## config.mk

```make
export PLATFORM = sky130hd
export DESIGN_NAME = key_press_reader
export DESIGN_NICKNAME = d
export VERILOG_FILES = /design/src/rtl/key_press_reader_pkg.sv /design/src/rtl/key_sync_debounce.sv /design/src/rtl/key_press_reader.sv
export SDC_FILE = /design/constraint.sdc
export NUM_CORES = 1
export LEC_CHECK = 0
export ABC_AREA = 0
export BUFFER_PORTS_ARGS = -buffer_cell sky130_fd_sc_hd__buf_4
export CELL_PAD_IN_SITES_DETAIL_PLACEMENT = 1
export CELL_PAD_IN_SITES_GLOBAL_PLACEMENT = 1
export CORE_MARGIN = 2
export CORE_UTILIZATION = 46
export CTS_CLUSTER_SIZE = 20
export DETAILED_ROUTE_END_ITERATION = 12
export GPL_ROUTABILITY_DRIVEN = 0
export PLACE_DENSITY_LB_ADDON = 0.1
export SLEW_MARGIN = 20
export SYNTH_ARGS = -nofsm -noshare
export SYNTH_HDL_FRONTEND = slang
export SYNTH_SLANG_ARGS = --single-unit
```

## constraint.sdc

```tcl
create_clock -name CLOCK_50 -period 2.5 [get_ports CLOCK_50]
set_clock_uncertainty 0.2 [all_clocks]
set_input_delay 0.125 -clock CLOCK_50 [delete_from_list [all_inputs] [get_ports CLOCK_50]]
set_output_delay 0.125 -clock CLOCK_50 [all_outputs]
set_load 0.03 [all_outputs]
```

## src/rtl/key_press_reader_pkg.sv

```systemverilog
// Shared FSM state type and board timing constants for the pushbutton reader.
package key_press_reader_pkg;

    typedef enum logic [1:0] {
        IDLE      = 2'd0,
        HELD      = 2'd1,
        LONG_HELD = 2'd2
    } key_state_e;

    localparam int unsigned CLK_HZ = 50_000_000;
    localparam int unsigned MS_CYC = 50_000;

    // Counter width able to hold 0..n-1, never narrower than one bit.
    function automatic int unsigned cnt_width(input int unsigned n);
        return (n <= 1) ? 1 : $clog2(n);
    endfunction

endpackage

```

## src/rtl/key_sync_debounce.sv

```systemverilog
// Two-flop synchroniser and debounce filter for one active-low button.
// stable is the accepted pin level (1 = released); fall/rise strobe for
// one cycle on the same edge that stable changes.
module key_sync_debounce
    import key_press_reader_pkg::*;
#(
    parameter int unsigned DEBOUNCE_CYC = 20 * MS_CYC
) (
    input  logic CLOCK_50,
    input  logic RESET_N,
    input  logic KEY_IN,
    output logic stable,
    output logic fall,
    output logic rise
);

    localparam int unsigned          CNT_W    = cnt_width(DEBOUNCE_CYC);
    localparam logic [CNT_W-1:0]     CNT_LAST = CNT_W'(DEBOUNCE_CYC - 1);

    logic             meta;
    logic             sync;
    logic [CNT_W-1:0] cnt;

    // Synchronise the pin, then accept a new level only after it has held long enough
    always_ff @(posedge CLOCK_50 or negedge RESET_N) begin
        if (!RESET_N) begin
            meta   <= 1'b1;
            sync   <= 1'b1;
            stable <= 1'b1;
            cnt    <= '0;
            fall   <= 1'b0;
            rise   <= 1'b0;
        end else begin
            meta <= KEY_IN;
            sync <= meta;
            fall <= 1'b0;
            rise <= 1'b0;
            if (sync == stable) begin
                cnt <= '0;
            end else if (cnt == CNT_LAST) begin
                stable <= sync;
                cnt    <= '0;
                fall   <= ~sync;
                rise   <= sync;
            end else begin
                cnt <= cnt + CNT_W'(1);
            end
        end
    end

endmodule

```

## src/rtl/key_press_reader.sv

```systemverilog
// Turns one raw DE2 pushbutton into clean press / short / long / release
// events and reports how long the last completed press was held.
module key_press_reader
    import key_press_reader_pkg::*;
#(
    parameter int unsigned DEBOUNCE_CYC = 20 * MS_CYC,
    parameter int unsigned LONG_CYC     = CLK_HZ,
    parameter int unsigned DUR_W        = 26
) (
    input  logic             CLOCK_50,
    input  logic             RESET_N,
    input  logic             KEY_IN,
    output logic             key_down,
    output logic             press_pulse,
    output logic             short_press,
    output logic             long_press,
    output logic             release_pulse,
    output logic [DUR_W-1:0] press_dur
);

    localparam logic [DUR_W-1:0] DUR_LONG = DUR_W'(LONG_CYC - 1);
    localparam logic [DUR_W-1:0] DUR_MAX  = {DUR_W{1'b1}};

    if (DEBOUNCE_CYC == 0 || LONG_CYC == 0 || 64'(LONG_CYC) >= (64'd1 << DUR_W)) begin : g_param_check
        $error("key_press_reader: need DEBOUNCE_CYC >= 1 and 1 <= LONG_CYC < 2**DUR_W");
    end

    logic stable;
    logic fall;
    logic rise;

    key_sync_debounce #(
        .DEBOUNCE_CYC (DEBOUNCE_CYC)
    ) u_debounce (
        .CLOCK_50 (CLOCK_50),
        .RESET_N  (RESET_N),
        .KEY_IN   (KEY_IN),
        .stable   (stable),
        .fall     (fall),
        .rise     (rise)
    );

    key_state_e       state;
    key_state_e       state_nxt;
    logic [DUR_W-1:0] dur;
    logic [DUR_W-1:0] dur_nxt;
    logic [DUR_W-1:0] dur_inc_c;
    logic             press_evt_c;
    logic             release_evt_c;

    logic             key_down_nxt;
    logic             press_pulse_nxt;
    logic             short_press_nxt;
    logic             long_press_nxt;
    logic             release_pulse_nxt;
    logic [DUR_W-1:0] press_dur_nxt;

    // Edge strobes qualified by the level they just produced
    assign press_evt_c   = fall & ~stable;
    assign release_evt_c = rise & stable;
    assign dur_inc_c     = (dur == DUR_MAX) ? DUR_MAX : dur + DUR_W'(1);

    // State, duration counter and all outputs are registered here
    always_ff @(posedge CLOCK_50 or negedge RESET_N) begin
        if (!RESET_N) begin
            state         <= IDLE;
            dur           <= '0;
            key_down      <= 1'b0;
            press_pulse   <= 1'b0;
            short_press   <= 1'b0;
            long_press    <= 1'b0;
            release_pulse <= 1'b0;
            press_dur     <= '0;
        end else begin
            state         <= state_nxt;
            dur           <= dur_nxt;
            key_down      <= key_down_nxt;
            press_pulse   <= press_pulse_nxt;
            short_press   <= short_press_nxt;
            long_press    <= long_press_nxt;
            release_pulse <= release_pulse_nxt;
            press_dur     <= press_dur_nxt;
        end
    end

    // Next state: release has priority over reaching the long threshold
    always_comb begin
        state_nxt = state;
        case (state)
            IDLE: begin
                if (press_evt_c) state_nxt = HELD;
            end
            HELD: begin
                if (release_evt_c)         state_nxt = IDLE;
                else if (dur == DUR_LONG)  state_nxt = LONG_HELD;
            end
            LONG_HELD: begin
                if (release_evt_c) state_nxt = IDLE;
            end
            default: state_nxt = IDLE;
        endcase
    end

    // Next values of the event pulses, level, and duration registers
    always_comb begin
        dur_nxt           = dur;
        key_down_nxt      = key_down;
        press_pulse_nxt   = 1'b0;
        short_press_nxt   = 1'b0;
        long_press_nxt    = 1'b0;
        release_pulse_nxt = 1'b0;
        press_dur_nxt     = press_dur;
        case (state)
            IDLE: begin
                if (press_evt_c) begin
                    press_pulse_nxt = 1'b1;
                    key_down_nxt    = 1'b1;
                    dur_nxt         = '0;
                end
            end
            HELD: begin
                dur_nxt = dur_inc_c;
                if (release_evt_c) begin
                    short_press_nxt   = 1'b1;
                    release_pulse_nxt = 1'b1;
                    key_down_nxt      = 1'b0;
                    press_dur_nxt     = dur_inc_c;
                end else if (dur == DUR_LONG) begin
                    long_press_nxt = 1'b1;
                end
            end
            LONG_HELD: begin
                dur_nxt = dur_inc_c;
                if (release_evt_c) begin
                    release_pulse_nxt = 1'b1;
                    key_down_nxt      = 1'b0;
                    press_dur_nxt     = dur_inc_c;
                end
            end
            default: begin
                key_down_nxt = 1'b0;
            end
        endcase
    end

endmodule
```

Word-level counts from Yosys, hierarchy flattened
Cells that the tools add are included.
Widths: inputs -> output; s select.
Word-level totals
  bits in registers: 84
  input port bits: 3
  output and inout bits: 31
  word-level logic and storage cells: 64
Operators by class
  add/subtract/negate cells: 2
  eq/ne operators: 10
  multiplexer cells: 25
  bitwise gates (word level): 5
  reductions and logical operators: 8
Operators by type and width (number)
  $eq 26x26->1 const B: 2
  $mux 26: 2
  $pmux 26 s2: 1
  $mux 20: 2
  $add 26x1->26 const B: 1
  $add 20x1->20 const B: 1
  $eq 20x20->1 const B: 1
  $mux 1: 14
  $mux 2: 4
  $reduce_and 2->1: 4
  $pmux 2 s3: 1
  $ne 2x2->1 const B: 2
  $ne 3x3->1 const B: 1
  $not 1->1: 3
  $reduce_and 3->1: 1
  $and 1x1->1: 2
  $eq 2x1->1 const B: 1
  $eq 2x2->1 const B: 1
  $logic_not 2->1: 1
  $ne 2x1->1 const B: 1
  $pmux 1 s2: 1
  $reduce_bool 2->1: 1
  $reduce_or 2->1: 1
  $eq 1x1->1: 1

Longest topological paths before layout
  depth in word-level cells: 4
  depth in mapped cells: 9
  mapped depth without buffers: 7

Hierarchy
From an unflattened synthesis, not the netlist that was laid out.
Unflattened totals
  cell total of the unflattened synthesis: 500
  area total of the unflattened synthesis: 4618.2 sq um
By module, submodules not included
  key_press_reader: instances 1, cells an instance 384, area each 3440.8 sq um, sequential area each 1476.4 sq um
  key_sync_debounce: instances 1, cells an instance 116, area each 1177.4 sq um, sequential area each 629.4 sq um

Worst setup path after synthesis
Ideal clock, no wire load.
  path type: register to register
  from: register dur[0]
  to: register dur[14]
  setup time: 0.083 ns
  arrival: 2.067 ns
  required time: 2.217 ns
  setup slack: 0.150 ns
  stages on the path, launching flop included: 9
  path buffers: 2
  clock period less this slack: 2.350 ns
  path through: dfrtp_1 ha_1 nand3_1 nor4_2 and3_1 buf_2 buf_4 a21oi_1 o22ai_1
Between the ends
  cells in the longest elaborated chain, start to end: 3
  elaborated cells on any way between the ends: 4
  classes of those cells: add/sub (1); eq/ne (1); mux (2)
RTL lines
  from (decl): line key_press_reader.sv:45  | logic [DUR_W-1:0] dur;
  from (signal assigned): line key_press_reader.sv:76  | dur <= dur_nxt;
  $add 26x1->26 or $eq 26x26->1 (tied branches): line key_press_reader.sv:61  | assign dur_inc_c = (dur == DUR_MAX) ? DUR_MAX : dur + DUR_W'(1);
  $mux 26 *: line key_press_reader.sv:61
  $pmux 26 s2 *: line key_press_reader.sv:113  | case (state)
Every way passes the cells marked *; elsewhere a longest branch is shown, timed or not.
A chain may end at the register's enable or synchronous reset.

Worst setup path after layout
  from: register dur[11]
  to: register state[0]
Between the ends
  cells in the longest elaborated chain, start to end: 3
RTL lines
  $eq 26x26->1: line key_press_reader.sv:95  | else if (dur == DUR_LONG) state_nxt = LONG_HELD;
  $ne 3x3->1 (no line)
  $reduce_and 3->1 (no line)
  to (signal assigned): line key_press_reader.sv:75  | state <= state_nxt;
  to (decl): line key_press_reader.sv:43  | key_state_e state;
No other way between the ends.

==> impl_metrics.json <==
{
  "r2r-end": "state[0]",
  "cts-resized-gates": 0,
  "relSlewSlack": 0.603,
  "final_nets": 536,
  "power.leakage_nw": 2.30,
  "fin_crit_sh": 0.931,
  "critPathSlowestCell": "or4b_1",
  "final-max-slew-violation-count": 0,
  "area_delta_synth_final_pct": 17.5,
  "synth_edf_count": 0,
  "vias": 3737,
  "fin_ws_ns": 0.173,
  "synth_top_area_frac": 0.464,
  "reg2reg_setup_slack_ns": 0.17,
  "hold_class": "input port to async pin",
  "clkLatencyLatePin_ns": 0.37,
  "vdd_drop_max_mv": 0.321,
  "r2r_cells": 5,
  "ys_warn_count": 0,
  "dp.final_hpwl_mm": 8.17,
  "synth_area_leaders": "dfrtp_1 46%, nor2_1 5.8%, xnor2_1 4.6%, a31oi_1 3.6%, nand2_1 3.5%",
  "start_util": 0.473,
  "dp_slack_ns": 0.159,
  "worst-endpoint-arrival_ns": 2.38,
  "syn_avg_cell_area_sq_um": 9.01,
  "fp.dieArea_sq_um": 10300,
  "critPathLaunchType": "register",
  "die_x_um": 101,
  "rows": 35,
  "cts_tree": "yes",
  "drt_iter0_markers": 164,
  "synth_seq_area_share": 0.482,
  "path_class": "register to register",
  "cap_violations": 0,
  "firstDrtPassIters": 4,
  "setup_violations": 0,
  "reg2reg_from": "dur[11]",
  "diodes": 0,
  "fin_crit_ns": 2.33,
  "boundaryPins": 34,
  "final_util": 0.556,
  "critPathLaunch": "dur[11]",
  "post_synth_num_cell_types": 49,
  "routed_wl_mm": 11.8,
  "cts_num_sinks": 84,
  "grt_pass1_vias": 3891,
  "final_antenna_net_count": 0,
  "port_buffers": 33,
  "powerDensity_nw_per_um2": 477,
  "grt_max_degree": 45,
  "overflow": 0,
  "cts_buffer_depth": 2,
  "clk_pin_slew_ns": 0.09,
  "core_region_area_sq_um": 9240,
  "drc": 0,
  "netlist_area_sq_um": 4370,
  "grtUsageTotal": 0.256,
  "async_reset_ff_frac": 1.00,
  "synth_common_cells": "81 x dfrtp_1, 67 x nor2_1, 41 x nand2_1",
  "timing.setup.tns_ns": 0,
  "yosysMostFrequentCell": "dfrtp_1",
  "status": "complete, no violations",
  "cp-end-kind": "register",
  "die_h_um": 101,
  "cpPeakStageDelay_ns": 0.53,
  "cts_root_buf": "clkbuf_8",
  "syn-num-nets": 493,
  "avgRoutedWirePerCell_um": 17.8,
  "synth_seq_cells": 84,
  "drive_above_1_share": 0.167,
  "required_ns": 2.55,
  "grt_pass1_wl_mm": 20.3,
  "cts_buffers": 9,
  "ctsHoldBuffers": 2,
  "path_cells": "or4b_1 > or4_4 > nor4_4 > o21ai_1 > mux2i_1",
  "synth_top_area_cell": "dfrtp_1",
  "synthFlopType": "dfrtp_1",
  "rsz0062_at_grt": "no",
  "hold_viol": 0,
  "worstPathMaxFanout": 3,
  "post_cts_buffers": 0,
  "synth_cells": 485,
  "clock.fmax_ghz": 0.430,
  "antenna_found_initial": 0,
  "cts_max_level": 3,
  "via_per_inst": 5.65,
  "worstMarginPinSlew_ns": 0.591
}
[metal layers]
metal | up-vias | global-route usage | part of all wire
met2 | 73 | 0.394 | 0.46
li1 | 1791 | - | -
met1 | 1864 | 0.374 | 0.49
met5 | - | 0 | 0
met3 | 9 | 0.0504 | 0.040
met4 | 0 | 0.0634 | 0.011
[flip-flops by register name, indices dropped and copies added (netlist names)]
register           count
state                  2
release_pulse          1
u_debounce.sync        1
press_pulse            1
long_press             1
u_debounce.fall        1
u_debounce.cnt        20
key_down               1
press_dur             26
u_debounce.meta        1
u_debounce.stable      1
dur                   26
short_press            1
u_debounce.rise        1
[final cells by class]
| type | instances | area, sq um |
|---|---|---|
| Clock buffer | 11 | 151 |
| Inverter | 14 | 52.6 |
| Fill cell | 1095 | 4110 |
| Clock inverter | 5 | 60.1 |
| Sequential cell | 84 | 2110 |
| Multi-Input combinational cell | 354 | 2070 |
| Tap cell | 129 | 161 |
| Timing Repair Buffer | 65 | 531 |
[cells in the final DEF, fill, tap and decap left out, types with 7 or more instances in the layout]
cell type	instances
a21oi_1	21
a31oi_1	25
and2_1	7
and3_1	11
and4_1	9
buf_4	60
clkbuf_8	11
dfrtp_1	81
inv_1	13
nand2_1	41
nand3_1	16
nand4_1	14
nor2_1	67
nor3_1	10
o21ai_0	19
o21ai_1	28
xnor2_1	23
xor2_1	14
[power by group]
part	leakage (nW)	internal [W]	switching (W)
sequential	1.16	0.00136	0.00000407
combinational	1.03	0.0000130	0.0000366
clock	0.106	0.000518	0.000515
[logic make-up after synthesis]
| kind of cell | after synthesis | share of synthesized area |
|---|---|---|
| adders and majority gates | 5 | 0.0143 |
| AOI/OAI and AO/OA | 112 | 0.148 |
| DFF | 84 | 0.482 |
| muxes | 3 | 0.00716 |
| xor gates and xnor gates | 37 | 0.0742 |
| buffers and inverters | 47 | 0.0447 |
| and+or+nand+nor | 197 | 0.230 |
[worst max-delay path, delay by kind of cell, from the launching register on]
kind / cells / cell delay, ns
AO/OA/AOI/OAI: 1 / 0.13
flip-flops: 1 / 0.39
multiplexers: 1 / 0.14
AND/OR/NAND/NOR: 3 / 1.36
[stage by stage]
| step | total power, W | instance area (sq um) | hold slack (ns) | instances |
|---|---|---|---|---|
| floorplan | 0.00141 | 4370 | -0.371 | 485 |
| global placement | 0.00144 | 4900 | -0.0547 | 644 |
| detailed placement | 0.00145 | 4900 | -0.0461 | 644 |
| CTS | 0.00248 | 5130 | 0.0980 | 662 |
| global route | 0.00254 | 5130 | 0.114 | 662 |
| finish | 0.00245 | 5130 | 0.0806 | 662 |
[worst max path at each step]
stage,endpoint,slack [ns],cells past startpoint
6_report,state[0],0.17,5
5_1_grt,press_dur[25],0.007,5
4_1_cts,state[0],0.16,5
3_5_place_dp,state[0],0.16,5
3_3_place_gp,state[0],0.22,5
2_1_floorplan,dur[14],0.15,8
No activity file was read; power rests on OpenSTA's default activity.
